`src/rtl/btn_repeat_ctrl.sv`:
```
// Button conditioning: 2-flop sync, debounce, press pulses and DAS/ARR auto-repeat per button.
// Optional BTN_RELEASE_PULSE_EN adds a btn_released one-cycle pulse output.
module btn_repeat_ctrl #(
    parameter int               N_BTN         = 4,
    parameter int               DEBOUNCE_CYC  = 250000,
    parameter int               DAS_DELAY_CYC = 4250000,
    parameter int               ARR_CYC       = 1250000,
    parameter logic [N_BTN-1:0] REPEAT_MASK   = N_BTN'(4'b1011)
) (
    input  logic             clk,
    input  logic             reset,
    input  logic [N_BTN-1:0] btn_raw,
    input  logic             enable,
    output logic [N_BTN-1:0] btn_level,
    output logic [N_BTN-1:0] btn_pressed
`ifdef BTN_RELEASE_PULSE_EN
    ,
    output logic [N_BTN-1:0] btn_released
`endif
);

    localparam int RP_MAX = (DAS_DELAY_CYC > ARR_CYC) ? DAS_DELAY_CYC : ARR_CYC;
    localparam int DB_W   = $clog2(DEBOUNCE_CYC + 1);
    localparam int RP_W   = $clog2(RP_MAX + 1);

    localparam logic [DB_W-1:0] DB_ONE    = DB_W'(1);
    localparam logic [DB_W-1:0] DB_LIMIT  = DB_W'(DEBOUNCE_CYC);
    localparam logic [RP_W-1:0] RP_ONE    = RP_W'(1);
    localparam logic [RP_W-1:0] DAS_LIMIT = RP_W'(DAS_DELAY_CYC);
    localparam logic [RP_W-1:0] ARR_LIMIT = RP_W'(ARR_CYC);

    localparam logic [1:0] ST_IDLE = 2'd0;
    localparam logic [1:0] ST_DAS  = 2'd1;
    localparam logic [1:0] ST_ARR  = 2'd2;

    genvar gi;
    for (gi = 0; gi < N_BTN; gi++) begin : g_btn
        logic            sync1_q;
        logic            sync2_q;
        logic            level_q;
        logic            level_d;
        logic            pressed_q;
        logic            pressed_d;
        logic            lockout_q;
        logic            lockout_d;
        logic [DB_W-1:0] db_cnt_q;
        logic [DB_W-1:0] db_cnt_d;
        logic [DB_W-1:0] db_cnt_inc_s;
        logic [RP_W-1:0] rp_cnt_q;
        logic [RP_W-1:0] rp_cnt_d;
        logic [RP_W-1:0] rp_cnt_inc_s;
        logic [1:0]      state_q;
        logic [1:0]      state_d;
        logic            rise_s;
        logic            fall_s;
        logic            pulse_ok_s;
        logic            rep_pulse_s;

        assign db_cnt_inc_s = db_cnt_q + DB_ONE;
        assign rp_cnt_inc_s = rp_cnt_q + RP_ONE;
        assign rise_s       = level_d & ~level_q;
        assign fall_s       = ~level_d & level_q;
        assign pulse_ok_s   = enable & ~lockout_q;

        // Debounce: level flips only after DEBOUNCE_CYC consecutive differing samples
        always_comb begin
            level_d  = level_q;
            db_cnt_d = '0;
            if (sync2_q != level_q) begin
                if (db_cnt_inc_s == DB_LIMIT) begin
                    level_d  = ~level_q;
                    db_cnt_d = '0;
                end else begin
                    db_cnt_d = db_cnt_inc_s;
                end
            end else begin
                db_cnt_d = '0;
            end
        end

        // Lockout: a level seen high while paused stays mute until the button is released
        always_comb begin
            lockout_d = lockout_q;
            if (fall_s) begin
                lockout_d = 1'b0;
            end else if (!enable && level_q) begin
                lockout_d = 1'b1;
            end else begin
                lockout_d = lockout_q;
            end
        end

        // Repeat FSM: DAS wait after the press, then periodic ARR pulses while held
        always_comb begin
            state_d     = state_q;
            rp_cnt_d    = rp_cnt_q;
            rep_pulse_s = 1'b0;
            if (!REPEAT_MASK[gi] || !pulse_ok_s || fall_s) begin
                state_d  = ST_IDLE;
                rp_cnt_d = '0;
            end else begin
                case (state_q)
                    ST_IDLE: begin
                        rp_cnt_d = '0;
                        if (rise_s) begin
                            state_d = ST_DAS;
                        end else begin
                            state_d = ST_IDLE;
                        end
                    end
                    ST_DAS: begin
                        if (rp_cnt_inc_s == DAS_LIMIT) begin
                            rep_pulse_s = 1'b1;
                            rp_cnt_d    = '0;
                            state_d     = ST_ARR;
                        end else begin
                            rp_cnt_d = rp_cnt_inc_s;
                        end
                    end
                    ST_ARR: begin
                        if (rp_cnt_inc_s == ARR_LIMIT) begin
                            rep_pulse_s = 1'b1;
                            rp_cnt_d    = '0;
                        end else begin
                            rp_cnt_d = rp_cnt_inc_s;
                        end
                    end
                    default: begin
                        state_d  = ST_IDLE;
                        rp_cnt_d = '0;
                    end
                endcase
            end
        end

        assign pressed_d = pulse_ok_s & (rise_s | rep_pulse_s);

        // Per-button state registers
        always_ff @(posedge clk) begin
            if (reset) begin
                sync1_q   <= 1'b0;
                sync2_q   <= 1'b0;
                level_q   <= 1'b0;
                pressed_q <= 1'b0;
                lockout_q <= 1'b0;
                db_cnt_q  <= '0;
                rp_cnt_q  <= '0;
                state_q   <= ST_IDLE;
            end else begin
                sync1_q   <= btn_raw[gi];
                sync2_q   <= sync1_q;
                level_q   <= level_d;
                pressed_q <= pressed_d;
                lockout_q <= lockout_d;
                db_cnt_q  <= db_cnt_d;
                rp_cnt_q  <= rp_cnt_d;
                state_q   <= state_d;
            end
        end

        assign btn_level[gi]   = level_q;
        assign btn_pressed[gi] = pressed_q;

`ifdef BTN_RELEASE_PULSE_EN
        logic released_q;

        // Release pulse ignores enable and lockout
        always_ff @(posedge clk) begin
            if (reset) begin
                released_q <= 1'b0;
            end else begin
                released_q <= fall_s;
            end
        end

        assign btn_released[gi] = released_q;
`endif
    end

endmodule

```
`config.mk`:
```
export PLATFORM = sky130hd
export DESIGN_NAME = btn_repeat_ctrl
export DESIGN_NICKNAME = d
export VERILOG_FILES = /design/src/rtl/btn_repeat_ctrl.sv
export SDC_FILE = /design/constraint.sdc
export NUM_CORES = 1
export LEC_CHECK = 0
export CAP_MARGIN = 20
export CELL_PAD_IN_SITES_DETAIL_PLACEMENT = 1
export CELL_PAD_IN_SITES_GLOBAL_PLACEMENT = 1
export CORE_ASPECT_RATIO = 1.4
export CORE_MARGIN = 1.5
export CORE_UTILIZATION = 44
export CTS_CLUSTER_DIAMETER = 120
export DETAILED_ROUTE_END_ITERATION = 8
export PLACE_DENSITY = 0.74
export SLEW_MARGIN = 15
export SYNTH_ARGS = -nofsm -noshare
export SYNTH_HDL_FRONTEND = slang
export SYNTH_SLANG_ARGS = --single-unit
```
`constraint.sdc`:
```
create_clock -name clk -period 2.74 [get_ports clk]
set_input_delay 0.274 -clock clk [delete_from_list [all_inputs] [get_ports clk]]
set_output_delay 0.274 -clock clk [all_outputs]
set_load 0.1 [all_outputs]
```
==> results.yml <==
timing:
  max_freq_mhz: 350.5
  rsz0062_at_grt: "yes"
  slew_viol_final: 0
  setup_violations: 43
  hold_viol_final: 0
  clock_skew_ns: 0.01173
  period_needed_ns: 2.853
  slew_headroom_pct: 64.87
  fin_setup_tns_ns: -2.505
  tightest_slew_ns: 0.5231
  worst_slack_ns: -0.1133
  fin_crit_sh_pct: 104.1
clock_network:
  cts_made_buffers: 17
  clk_pin_slew_ns: 0.07
  cts_root_buffer: "clkbuf_16"
  clock_sinks: 167
  clock_path_buffers: 2
  cts_tree: "yes"
  h-tree-depth: 4
  insertion_delay_ns: 0.44
  ctsHoldBuffers: 0
cells_and_area:
  drive_gt1_share_pct: 29.64
  area_growth_pct: 32.52
  final_cells: 1606
  multi_input_area_um2: 6261
  final_nets: 1361
  fin_util_pct: 59.23
  n_antenna_cell: 0
  final-seq-area_um2: 3391
  fill_cells: 2505
grt:
  grt_pass1_vias: 9465
  grt_first_pass_wirelength_um: 44040
  grt_overflow_total: 0
  antenna_found_initial: 0
  grt_start_max_net_pins: 23
  grt_usage_pct: 24.15
drt:
  num_vias: 9109
  drc: 0
  via_per_inst: 5.672
  first_iter_violations: 358
  wire_per_inst_um: 17.79
  routed_wl_um: 28580
  drtPass1Iterations: 4
  drtAntennaViolNets: 0
setup_path:
  crit_type: "reg2reg"
  worst_setup_path_start_kind: "flip-flop"
  endpoint_kind: "flip-flop"
  r2r_slack_ns: -0.11
  reg2reg_depth: 10
  crit_required_ns: 3.06
  r2r_end: "g_btn[0].rp_cnt_q[10]"
  arrival_ns: 3.17
  cp_max_fo: 6
  worstReg2RegStart: "g_btn[0].rp_cnt_q[0]"
power:
  switching_power_w: 0.001132
  ir_drop_v: 0.0004416
  power_density_nw_per_um2: 389.1
  clockPowerShare_pct: 48.8
  p_seq_share_pct: 50.1
  sw_frac_of_total_pct: 23.24
  power.internal_w: 0.003737
  comb_power_share_pct: 1.2
  p_leak_nw: 4.400
  power.total_w: 0.004869
outcome:
  status: "complete, but fails checks"
  violations: "setup timing"
placed_design:
  io_buffers: 14
  place_inst: 1552
  dpl.hpwl_um: 19020
  place_ws_ns: -0.2925
  gp_congestion: 0.8665
synthesis:
  syn-mean-instance-area_um2: 8.211
  synth_top_area_share_pct: 35.40
  yosys.area.top_type: "dfxtp_1"
  syn_area_um2: 9443
  syn_inst: 1150
  synth_nets: 1178
  synth_edf_count: 0
  synth.distinct_cells: 77
  synth_sequential_area_ratio_pct: 35.40
  ys.flop_type: "dfxtp_1"
  netlist_top_cells_area: "dfxtp_1, nor2_1, xnor2_1"
  ys_warn_count: 0
  ys_ff_latch: 167
  async_reset_ff_share_pct: 0
floorplanning:
  row_count: 63
  floorplan.initialDensity_pct: 44.70
  die_h_um: 176.3
  ioPinCount: 15
  die_area_um2: 22360
  core-area_um2: 21130
  chipWidth_um: 126.8
min_path:
  min_to: "g_btn[3].sync1_q"
  hold_depth: 2
  min_from: "btn_raw[3]"
  worstHoldPathType: "in2reg"
run:
  drv_cap: 0
sequential cells by signal (all words and copies together), names as in the netlist:
| signal | count |
|---|---|
| g_btn.db_cnt_q | 72 |
| g_btn.pressed_q | 4 |
| g_btn.rp_cnt_q | 69 |
| g_btn.level_q | 4 |
| g_btn.sync2_q | 4 |
| g_btn.sync1_q | 4 |
| g_btn.lockout_q | 4 |
| g_btn.state_q | 6 |
layout make-up:
class / count / area share, %
flip-flops and latches: 167 / 27.10
multi-input cells: 883 / 50.03
well taps: 260 / 2.600
clock inverters: 14 / 1.110
repair buffers: 224 / 14.53
inverters: 40 / 1.200
clock buffers: 18 / 3.430
power by group through the flow:
stage           logic, W  clock network, W  registers [W]
2_1_floorplan  0.0000268                 0        0.00249
3_3_place_gp   0.0000528                 0        0.00249
3_5_place_dp   0.0000535                 0        0.00249
4_1_cts        0.0000552           0.00243        0.00244
5_1_grt        0.0000617           0.00255        0.00244
6_report       0.0000570           0.00237        0.00244
critical path: stages, from the launching register on:
cell and delay, ns:
dfxtp_2 0.36, ha_4 0.13, nand4_1 0.14, or4_4 0.44
or4_4 0.44, a211oi_2 0.20, nand4_1 0.20, o21a_1 0.28
o21ai_4 0.29, buf_6 0.21, nor2_2 0.05
logic make-up after synthesis:
logic type               after synthesis  synth area share [%]
AO/OA/AOI/OAI                        160                 12.34
multiplexers                           8                0.8745
buffers and inverters                100                 4.836
flip-flops                           167                 35.40
AND/OR/NAND/NOR                      574                 32.64
XOR/XNOR                             120                 11.13
adder cells (fa/ha/maj)               21                 2.783
timing repair:
| item | 4_1_cts | 5_1_grt |
|---|---|---|
| setup endpoints to repair | 73 | 122 |
| buffers inserted | 1 | 20 |
| resized for setup | 37 | 126 |
| pin swaps | 12 | 43 |
| gates cloned | 1 | 3 |
metal layers:
metal / GRT usage [%] / vias up / wire, um
met5: 0 / - / 0
met4: 9.280 / 0 / 895
met3: 4.061 / 57 / 568
met2: 47.28 / 115 / 15800
met1: 25.34 / 4484 / 11320
li1: - / 4453 / -
synth_stat cells (7+ instances only):
master and instances:
nor2_1 176, dfxtp_1 167, nand2_1 77, nand3_1 65
xnor2_1 63, xor2_1 57, nand4_1 41, inv_1 40
a21oi_1 32, nor4_1 30, o21ai_0 28, nor3_1 24
and3_1 23, clkbuf_1 23, nor2b_1 22, ha_1 21
buf_2 20, or3_1 20, and4_1 15, buf_4 15
a31oi_1 11, a211oi_1 10, and2_1 10, nor3b_1 10
nand2b_1 8, o21a_1 8, a21boi_0 7, nand4b_1 7
or4_1 7
metrics by stage:
stage | hold WS, ns | cell area (um2)
after floorplan | 0.4022 | 9463
after global placement | 0.4374 | 11050
after detailed placement | 0.4270 | 11050
after CTS | 0.3663 | 11810
after global routing | 0.3859 | 12510
final | 0.3844 | 12510
placed cells by master, fill, tap and decap left out, types with 6 or more instances in the layout:
cell,n
nor3_1,20
inv_6,7
buf_4,200
nor2b_1,22
or3_1,18
and2_1,9
inv_1,39
nor2_2,8
nand4b_1,7
nand2b_1,8
clkbuf_16,19
a21oi_1,30
o21ai_0,21
xnor2_1,62
and4_1,15
nor4_2,16
or4_4,9
nand2_1,76
ha_1,16
dfxtp_2,32
a31oi_1,10
nor2_1,164
nand4_1,41
nor4_1,14
a211oi_1,8
and3_1,22
dfxtp_1,133
clkdlybuf4s50_1,6
buf_6,13
o21a_1,8
nor3b_1,10
xor2_1,55
mux2i_1,6
nand3_1,64
worst max-delay path by stage:
stage          depth (start not counted)                    end  slack [ns]                  from
6_report                              10  g_btn[0].rp_cnt_q[10]       -0.11  g_btn[0].rp_cnt_q[0]
3_3_place_gp                          10     g_btn[1].pressed_q       -0.14  g_btn[1].rp_cnt_q[0]
4_1_cts                               10   g_btn[0].rp_cnt_q[4]      -0.003  g_btn[0].rp_cnt_q[0]
3_5_place_dp                           9     g_btn[1].pressed_q       -0.29  g_btn[1].rp_cnt_q[6]
2_1_floorplan                         10  g_btn[3].rp_cnt_q[15]       0.001  g_btn[3].rp_cnt_q[0]
5_1_grt                               12  g_btn[3].rp_cnt_q[16]       -0.20  g_btn[3].rp_cnt_q[8]
No activity file was read; power rests on OpenSTA's default activity.
